===== src/rtl/dds_sweep_nco.sv =====
// Quadrature NCO: quarter-wave sine table, shadowed FREQ/PHASE_OFS, phase sync and linear chirp.
// Optional build macro DDS_DITHER_EN adds LFSR phase dither below the table index LSB.
module dds_sweep_nco #(
  parameter int unsigned PHASE_W  = 32,
  parameter int unsigned ADDR_W   = 10,
  parameter int unsigned OUT_W    = 16,
  parameter string       ROM_FILE = "qsin.hex"
) (
  input  logic                      clk,
  input  logic                      reset,
  input  logic                      ce,
  input  logic                      cfg_we,
  input  logic [2:0]                cfg_addr,
  input  logic [PHASE_W-1:0]        cfg_data,
  input  logic                      cfg_commit,
  input  logic                      phase_sync,
  input  logic                      sweep_start,
  input  logic                      sweep_abort,
  output logic signed [OUT_W-1:0]   sine,
  output logic signed [OUT_W-1:0]   cose,
  output logic                      out_valid,
  output logic                      sweep_busy,
  output logic                      sweep_done
);

  localparam int unsigned QW  = ADDR_W - 2;
  localparam int unsigned QN  = 1 << QW;
  localparam int unsigned XW  = PHASE_W + 2;
  localparam longint      Amp = (longint'(1) <<< (OUT_W - 1)) - 1;

  typedef enum logic [1:0] {StIdle, StSweep, StDone} state_e;

  // Same contents as ROM_FILE, computed at elaboration so the table has no file dependency.
  function automatic logic [OUT_W-2:0] qsin_entry(input int unsigned k);
    longint pi_q32;
    longint x, x2, term, sum;
    pi_q32 = 64'sh3_243F_6A88;
    x      = (pi_q32 * longint'(2 * k + 1)) >>> (ADDR_W + 2);
    x2     = (x * x) >>> 30;
    term   = x;
    sum    = x;
    for (int n = 1; n <= 8; n++) begin
      term = -((term * x2) >>> 30) / longint'((2 * n) * (2 * n + 1));
      sum  = sum + term;
    end
    return (OUT_W - 1)'((sum * Amp + (longint'(1) <<< 29)) >>> 30);
  endfunction

  logic [OUT_W-2:0] qtab [QN];
  for (genvar k = 0; k < QN; k++) begin : g_qtab
    localparam logic [OUT_W-2:0] Entry = qsin_entry(k);
    assign qtab[k] = Entry;
  end

  logic [PHASE_W-1:0] sh_freq_q, sh_freq_d, sh_ofs_q, sh_ofs_d;
  logic [PHASE_W-1:0] sw_start_q, sw_start_d, sw_step_q, sw_step_d;
  logic [PHASE_W-1:0] sw_stop_q, sw_stop_d, sw_dwell_q, sw_dwell_d;
  logic [PHASE_W-1:0] freq_q, freq_d, ofs_q, ofs_d, acc_q, acc_d, dwell_q, dwell_d;
  state_e             state_q, state_d;

  logic [ADDR_W-1:0]       sin_idx_q, sin_idx_d, cos_idx_q, cos_idx_d;
  logic [OUT_W-2:0]        sin_mag_q, sin_mag_d, cos_mag_q, cos_mag_d;
  logic                    sin_neg_q, sin_neg_d, cos_neg_q, cos_neg_d;
  logic signed [OUT_W-1:0] sine_q, sine_d, cose_q, cose_d;
  logic [2:0]              vld_q, vld_d;
  logic [1:0]              warm_q, warm_d;

  logic [PHASE_W-1:0] phase;
  logic [ADDR_W-1:0]  sin_idx, cos_idx;
  logic [QW-1:0]      sin_addr, cos_addr;
  logic signed [OUT_W-1:0] sin_mag_s, cos_mag_s;
  logic signed [XW-1:0]    nf_x, stop_x;
  logic                    sweep_end;

`ifdef DDS_DITHER_EN
  localparam int unsigned FracW = PHASE_W - ADDR_W;
  localparam int unsigned DitW  = (FracW > 16) ? 16 : FracW;
  logic [15:0]        lfsr_q, lfsr_d;
  logic [PHASE_W-1:0] dither;

  always_comb begin
    lfsr_d = lfsr_q;
    if (ce) lfsr_d = {1'b0, lfsr_q[15:1]} ^ (lfsr_q[0] ? 16'hB400 : 16'h0000);
    dither = PHASE_W'(lfsr_q[15 -: DitW]);
  end

  always_ff @(posedge clk or posedge reset) begin
    if (reset) lfsr_q <= 16'hACE1;
    else       lfsr_q <= lfsr_d;
  end

  assign phase = acc_q + ofs_q + dither;
`else
  assign phase = acc_q + ofs_q;
`endif

  assign sin_idx   = ADDR_W'(phase >> (PHASE_W - ADDR_W));
  assign cos_idx   = sin_idx + ADDR_W'(QN);
  assign sin_addr  = sin_idx_q[ADDR_W-2] ? ~sin_idx_q[QW-1:0] : sin_idx_q[QW-1:0];
  assign cos_addr  = cos_idx_q[ADDR_W-2] ? ~cos_idx_q[QW-1:0] : cos_idx_q[QW-1:0];
  assign sin_mag_s = signed'({1'b0, sin_mag_q});
  assign cos_mag_s = signed'({1'b0, cos_mag_q});

  // Two guard bits make overshoot and wrap in either step direction compare correctly.
  assign nf_x      = signed'({2'b00, freq_q}) + signed'({{2{sw_step_q[PHASE_W-1]}}, sw_step_q});
  assign stop_x    = signed'({2'b00, sw_stop_q});
  assign sweep_end = (sw_step_q == '0) ||
                     (sw_step_q[PHASE_W-1] ? (nf_x <= stop_x) : (nf_x >= stop_x));

  always_comb begin
    sh_freq_d  = sh_freq_q;
    sh_ofs_d   = sh_ofs_q;
    sw_start_d = sw_start_q;
    sw_step_d  = sw_step_q;
    sw_stop_d  = sw_stop_q;
    sw_dwell_d = sw_dwell_q;
    if (cfg_we) begin
      unique case (cfg_addr)
        3'd0:    sh_freq_d  = cfg_data;
        3'd1:    sh_ofs_d   = cfg_data;
        3'd2:    sw_start_d = cfg_data;
        3'd3:    sw_step_d  = cfg_data;
        3'd4:    sw_stop_d  = cfg_data;
        3'd5:    sw_dwell_d = cfg_data;
        default: ;
      endcase
    end
    ofs_d = cfg_commit ? sh_ofs_q : ofs_q;
    acc_d = phase_sync ? '0 : (ce ? acc_q + freq_q : acc_q);
  end

  // Active frequency is owned by the sweep engine while busy; commits only land outside SWEEP.
  always_comb begin
    freq_d  = freq_q;
    dwell_d = dwell_q;
    if (!sweep_abort && state_q == StIdle && sweep_start) begin
      freq_d  = sw_start_q;
      dwell_d = sw_dwell_q;
    end else if (!sweep_abort && state_q == StSweep && ce) begin
      if (dwell_q == '0) begin
        dwell_d = sw_dwell_q;
        freq_d  = sweep_end ? sw_stop_q : nf_x[PHASE_W-1:0];
      end else begin
        dwell_d = dwell_q - PHASE_W'(1);
      end
    end else if (cfg_commit && state_q != StSweep) begin
      freq_d = sh_freq_q;
    end
  end

  always_comb begin
    state_d = state_q;
    unique case (state_q)
      StIdle:  if (sweep_start) state_d = StSweep;
      StSweep: if (ce && dwell_q == '0 && sweep_end) state_d = StDone;
      StDone:  state_d = StIdle;
      default: state_d = StIdle;
    endcase
    if (sweep_abort) state_d = StIdle;
  end

  always_comb begin
    sweep_busy = (state_q == StSweep);
    sweep_done = (state_q == StDone);
  end

  always_comb begin
    sin_idx_d = sin_idx_q;
    cos_idx_d = cos_idx_q;
    sin_neg_d = sin_neg_q;
    cos_neg_d = cos_neg_q;
    sin_mag_d = sin_mag_q;
    cos_mag_d = cos_mag_q;
    sine_d    = sine_q;
    cose_d    = cose_q;
    if (ce) begin
      sin_idx_d = sin_idx;
      cos_idx_d = cos_idx;
      sin_neg_d = sin_idx_q[ADDR_W-1];
      cos_neg_d = cos_idx_q[ADDR_W-1];
      sin_mag_d = qtab[sin_addr];
      cos_mag_d = qtab[cos_addr];
      sine_d    = sin_neg_q ? -sin_mag_s : sin_mag_s;
      cose_d    = cos_neg_q ? -cos_mag_s : cos_mag_s;
    end
    vld_d  = {vld_q[1:0], ce};
    warm_d = (ce && warm_q != 2'd3) ? warm_q + 2'd1 : warm_q;
  end

  always_ff @(posedge clk or posedge reset) begin
    if (reset) state_q <= StIdle;
    else       state_q <= state_d;
  end

  always_ff @(posedge clk or posedge reset) begin
    if (reset) begin
      sh_freq_q  <= '0;
      sh_ofs_q   <= '0;
      sw_start_q <= '0;
      sw_step_q  <= '0;
      sw_stop_q  <= '0;
      sw_dwell_q <= '0;
      freq_q     <= '0;
      ofs_q      <= '0;
      acc_q      <= '0;
      dwell_q    <= '0;
      sin_idx_q  <= '0;
      cos_idx_q  <= '0;
      sin_neg_q  <= 1'b0;
      cos_neg_q  <= 1'b0;
      sin_mag_q  <= '0;
      cos_mag_q  <= '0;
      sine_q     <= '0;
      cose_q     <= '0;
      vld_q      <= '0;
      warm_q     <= '0;
    end else begin
      sh_freq_q  <= sh_freq_d;
      sh_ofs_q   <= sh_ofs_d;
      sw_start_q <= sw_start_d;
      sw_step_q  <= sw_step_d;
      sw_stop_q  <= sw_stop_d;
      sw_dwell_q <= sw_dwell_d;
      freq_q     <= freq_d;
      ofs_q      <= ofs_d;
      acc_q      <= acc_d;
      dwell_q    <= dwell_d;
      sin_idx_q  <= sin_idx_d;
      cos_idx_q  <= cos_idx_d;
      sin_neg_q  <= sin_neg_d;
      cos_neg_q  <= cos_neg_d;
      sin_mag_q  <= sin_mag_d;
      cos_mag_q  <= cos_mag_d;
      sine_q     <= sine_d;
      cose_q     <= cose_d;
      vld_q      <= vld_d;
      warm_q     <= warm_d;
    end
  end

  assign sine      = sine_q;
  assign cose      = cose_q;
  assign out_valid = vld_q[2] && (warm_q == 2'd3);

endmodule

===== config.mk =====
export PLATFORM = sky130hd
export DESIGN_NAME = dds_sweep_nco
export DESIGN_NICKNAME = d
export VERILOG_FILES = /design/src/rtl/dds_sweep_nco.sv
export SDC_FILE = /design/constraint.sdc
export NUM_CORES = 2
export LEC_CHECK = 0
export ABC_AREA = 1
export CAP_MARGIN = 20
export CORE_ASPECT_RATIO = 2
export CORE_MARGIN = 2
export CORE_UTILIZATION = 55
export DETAILED_ROUTE_END_ITERATION = 8
export DONT_BUFFER_PORTS = 1
export PLACE_DENSITY = 0.7
export SYNTH_ARGS = -nofsm -noshare
export SYNTH_HDL_FRONTEND = slang
export SYNTH_SLANG_ARGS = --single-unit

===== constraint.sdc =====
create_clock -name clk -period 30.8 [get_ports clk]
set_input_delay 6.16 -clock clk [delete_from_list [all_inputs] [get_ports clk]]
set_output_delay 6.16 -clock clk [all_outputs]
set_load 0.02 [all_outputs]

[Yosys cells after proc, flatten, opt, wreduce, memory -nomap -nowiden]
Memories as Yosys holds them, arrays and structs flattened. A register that Yosys moved wholly into a read port is not among the register bits.
Cells that the tools add are included.
Widths: inputs -> output; s select.
Word-level totals
  logic and storage cells: 93
  input bits: 43
  bits in read-only memories: 7680
  register bits: 381
  memories kept: 2
  output and inout bits: 35
Cells by class
  equal/unequal tests: 13
  $add $sub $neg: 8
  mux-type cells: 19
  reductions and logical operators: 26
  bitwise logic cells: 4
  order comparisons: 2
Memory list
  (no name shown): depth 256, bits a word 15, rd ports 1, clocked after Yosys merged registers in 1, write ports 0, RTL line 182  | cos_mag_d = qtab[cos_addr];
  (no name shown): depth 256, bits a word 15, rd ports 1, clocked after Yosys merged registers in 1, write ports 0, RTL line 181  | sin_mag_d = qtab[sin_addr];
Operators by type and width (count)
  $mux 32: 10
  $add 32x32->32: 2
  $logic_not 32->1: 2
  $add 33x32->34: 1
  $ge 34x33->1: 1
  $le 34x33->1: 1
  $mux 16: 2
  $neg 15->16: 2
  $sub 32x1->32 const B: 1
  $not 8->9: 2
  $mux 8: 2
  $not 8->8: 2
  $reduce_and 2->1: 8
  $add 10x9->10 const B: 1
  $logic_and 1x1->1: 9
  $eq 3x2->1 const B: 2
  $eq 3x3->1 const B: 2
  $mux 2: 3
  $ne 3x2->1 const B: 2
  $eq 2x2->1 const B: 2
  $pmux 2 s2: 1
  $reduce_bool 2->1: 2
  $eq 3x1->1 const B: 1
  $logic_not 3->1: 1
  10 further kinds: 10

[Logic depth before layout (Yosys ltp)]
  word-level depth: 8
  mapped depth: 33
  mapped depth without buffers: 32

[Worst setup path after synthesis]
Ideal clock, no wire load.
  path kind: input port to flip-flop
  from: input port sweep_abort
  to: register freq_q[0]
  stages on the path: 10
  buffers on the path: 2
  setup time: 0.129 ns
  path slack: 23.093 ns
  arrival: 7.578 ns
  data required time: 30.671 ns
  cell sequence: nor2_1 nand2_1 nor2_1 inv_1 nand2_1 inv_1 clkbuf_1 clkbuf_1 a221oi_1 a21oi_1
Between the ends
  word-level cells in the longest chain between the ends: 5
  elaborated cells between the ends (all ways): 10
  those cells by class: 1 x eq/ne; 2 x mux; 7 x reduce/logical
Ends and longest elaborated chain
  start: declaration: RTL line 18  | input logic sweep_abort,
  $logic_not 1->1 (*): RTL line 136, 139
  $logic_and 1x1->1, on equally long branches (2 in series): RTL line 136, 139
  $ne 3x2->1 (no line), or another cell as far along
  $reduce_and 2->1 (no line) or $mux 32 (tied branches)
  end signal: assignment: RTL line 224  | freq_q <= freq_d;
  end: declaration: RTL line 58  | logic [PHASE_W-1:0] freq_q, freq_d, ofs_q, ofs_d, acc_q, acc_d, dwell_q, dwell_d;
Every way passes the cells marked *; elsewhere a longest branch is shown, timed or not.
A chain may end at the register's enable or synchronous reset.

[Final worst setup path]
  from: input port ce
  to: register freq_q[4]
Between the ends
  word-level cells in the longest chain between the ends: 3
  elaborated cells between the ends (all ways): 6
  those cells by class: 1 x eq/ne; 2 x mux; 3 x reduce/logical
Ends and longest elaborated chain
  start: declaration: RTL line 11  | input logic ce,
  $logic_and 1x1->1 (*): RTL line 139  | end else if (!sweep_abort && state_q == StSweep && ce) begin
  $ne 3x2->1 (no line), or another cell as far along
  $reduce_and 2->1 (no line) or $mux 32 (tied branches)
Marked as above.

==> results_dict.tcl <==
set metrics [dict create \
    die_area_um2 56100 \
    antenna_found_initial 7 \
    ys_async_sr_fraction_pct 100 \
    maxSlewHeadroom_pct 27.3 \
    drt_iter0_drc 3320 \
    areaGrowthSynthToFinish_pct 6.12 \
    cpPeakStageDelay_ns 0.55 \
    hp-class "flop to flop" \
    grt-ovfl-total 0 \
    period_needed_ns 8.82 \
    root_buffer "clkbuf_16" \
    synth_edf_count 0 \
    ioPinCount 78 \
    worst_pin_slew_ns 1.08 \
    status "complete, no violations" \
    n_fill_cell 5069 \
    cp.required_ns 31.29 \
    vias 32000 \
    vias_per_cell 6.58 \
    cts-buffers-inserted 37 \
    synth_area_per_cell_um2 6.98 \
    place_congestion 1.10 \
    finalClockSkew_ns 0.0314 \
    drive_above_1_share_pct 4.61 \
    rr_worst_depth 26 \
    fmax_mhz 113 \
    finalHoldViolCount 0 \
    ant_nets 0 \
    critPathKind "primary input to flop" \
    synthFlopType "dfrtp_1" \
    portBuffers 0 \
    finalCritPeriodShare_pct 28.6 \
    cp_cell_sequence "clkinv_2 -> nor2_2 -> inv_1 -> nand2_1 -> buf_4 -> inv_2 -> o21ai_0 -> o21ai_2 -> buf_4 -> inv_1 -> buf_16 -> nor2_1 -> a21oi_1" \
    cp-end-kind "flop" \
    htree_levels 2 \
    cts.sinks 403 \
    setup_viol 0 \
    cts_tree "yes" \
    yosysSeqAreaShare_pct 33.9 \
    cap_violations 0 \
    syn-num-nets 4475 \
    rsz0062_at_grt "false" \
    hpwl_mm 96.7 \
    fin_tns_setup_ns 0 \
    initial_utilization_pct 55.7 \
    synth.distinct_cells 66 \
    yosys_warnings 0 \
    nNetsFinal 4373 \
    path_max_fanout 52 \
    cts_setup_buffers 0 \
    grt_max_degree 157 \
    hold_path_depth 0 \
    dr.pass1.iters 7 \
    syn_area_um2 29800 \
    crit_path_start_kind "primary input" \
    drcViolationCount 0 \
    cts_resized 0 \
    fp.dieH_um 333 \
    post_drt_wl_per_cell_um 26.9 \
    clk_path_buf_depth 3 \
    holdBufCountCts 0 \
    cp.arrival_ns 9.31 \
    slew_viol_final 0 \
    wirelength_mm 131 \
    core_area_um2 53500 \
    slowest_stage "clkinv_2" \
    grt_pass1_vias 32200 \
    globalRouteTotalUtil_pct 46.4 \
    ys_seq_elements 403 \
    clk_latency_ns 0.59 \
    std_cell_rows 120 \
    grt_pass1_wl_mm 195 \
    die_x_um 168 \
    clkTransAtPathRegs_ns 0.07 \
    syn_inst 4265 \
]
## stage by stage
| stage | std cells | util, % | area [um^2] | hold WS, ns | setup WS, ns |
|---|---|---|---|---|---|
| CTS | 4855 | 58.8 | 31500 | 0.370 | 21.63 |
| global placement | 4788 | 56.5 | 30200 | 0.343 | 20.90 |
| finish | 4864 | 59.1 | 31600 | 0.365 | 21.98 |
| floorplan | 4265 | - | 29800 | 0.331 | 13.43 |
| detailed placement | 4789 | 56.5 | 30200 | 0.340 | 21.05 |
| global route | 4862 | 59.1 | 31600 | 0.372 | 21.79 |
## path summary, 6_finish.rpt
check / from / to / slack, ns
worst max-delay path: ce / freq_q[4]$_DFFE_PP0P_ / 21.98
worst min-delay path: vld_q[1]$_DFF_PP0_ / vld_q[2]$_DFF_PP0_ / 0.37
worst max register to register: freq_q[15]$_DFFE_PP0P_ / freq_q[2]$_DFFE_PP0P_ / 24.83
worst min register to register: vld_q[1]$_DFF_PP0_ / vld_q[2]$_DFF_PP0_ / 0.37
max in group asynchronous: reset / sh_freq_q[0]$_DFFE_PP0P_ / 22.84
min in group asynchronous: reset / sh_ofs_q[21]$_DFFE_PP0P_ / 5.56
## routing by layer
layer | share of wire, % | GRT usage (%) | vias up
li1 | - | - | 14300
met4 | 14 | 49.8 | 6
met5 | 0.029 | 0 | -
met3 | 8.5 | 11.4 | 879
met1 | 30 | 43.7 | 14900
met2 | 48 | 78.1 | 2005
## area by class of cell
class	instances	area (um^2)	area share (%)
Timing Repair Buffer	50	485	1.54
Multi-Input combinational cell	3252	17400	54.9
Tap cell	671	840	2.66
Sequential cell	403	10100	31.9
Clock buffer	52	1060	3.37
Inverter	419	1580	5.01
Antenna cell	3	7.51	0.0238
Clock inverter	14	169	0.535
## cell usage in the layout (no fill, tap or decap), types with 18 or more instances in the layout
master and n:
xnor2_1 28, o22ai_1 22, nor3_1 51, o211ai_1 48
a21oi_1 263, buf_4 42, xor2_1 67, clkbuf_16 39
nand2_2 18, inv_1 400, nor4_1 25, o21ai_1 30
nand3_1 268, a21o_1 18, o221ai_1 22, o21ai_0 495
a221oi_1 44, nand2_1 1074, a31oi_1 40, nand4_1 32
dfrtp_1 403, ha_1 165, nor2_1 354
## state kept, by name, summed over array words and instances, names as in the netlist, 16 cells and up
name / count
acc_q: 32
dwell_q: 32
freq_q: 32
ofs_q: 32
sh_freq_q: 32
sh_ofs_q: 32
sw_dwell_q: 32
sw_start_q: 32
sw_step_q: 32
sw_stop_q: 32
cose: 16
sine: 16
## cells in the mapped netlist, types with 6 or more instances
cell type     n  share of area [%]
a211oi_1     15               0.38
a21boi_0      6               0.15
a21o_1       18               0.45
a21oi_1     263                4.4
a221oi_1     44                1.3
a22oi_1       9               0.23
a311oi_1      7               0.21
a31oi_1      40               0.84
buf_1        11               0.14
buf_2        46               0.77
clkbuf_1    126                1.6
dfrtp_1     403                 34
ha_1        165                6.9
inv_1       403                5.1
inv_2        14               0.18
nand2_1    1078                 14
nand2_2      14               0.29
nand3_1     270                4.5
nand4_1      32               0.67
nor2_1      357                4.5
nor2_2        9               0.19
nor3_1       51               0.86
nor4_1       25               0.53
o2111ai_1    15               0.44
o211ai_1     48                1.2
o21a_1        7               0.18
o21ai_0     495                8.3
o21ai_1      31               0.52
o21bai_1      7               0.18
o221ai_1     22               0.65
o22ai_1      22               0.46
o311ai_0      9               0.26
o311ai_1      8               0.24
o31ai_1      14               0.35
or2_2        16               0.34
xnor2_1      30               0.88
xnor2_2       7               0.38
xor2_1       67                2.0
## critical path: cells and delay by family
| kind | cells | cell delay, ns |
|---|---|---|
| buffers and inverters | 7 | 2.18 |
| AND/OR/NAND/NOR | 3 | 0.45 |
| AO/OA/AOI/OAI | 3 | 0.40 |
## cell families after synthesis
family / share of synthesized area [%]
buf+inv: 8.05
compound gates: 21.6
xor+xnor: 3.29
mux: 0.0378
fa+ha+maj: 7.07
flops: 33.9
simple gates: 26.1
Power is not shown: default switching activity piles up to over one toggle a cycle in this logic, so the estimate is an artifact.
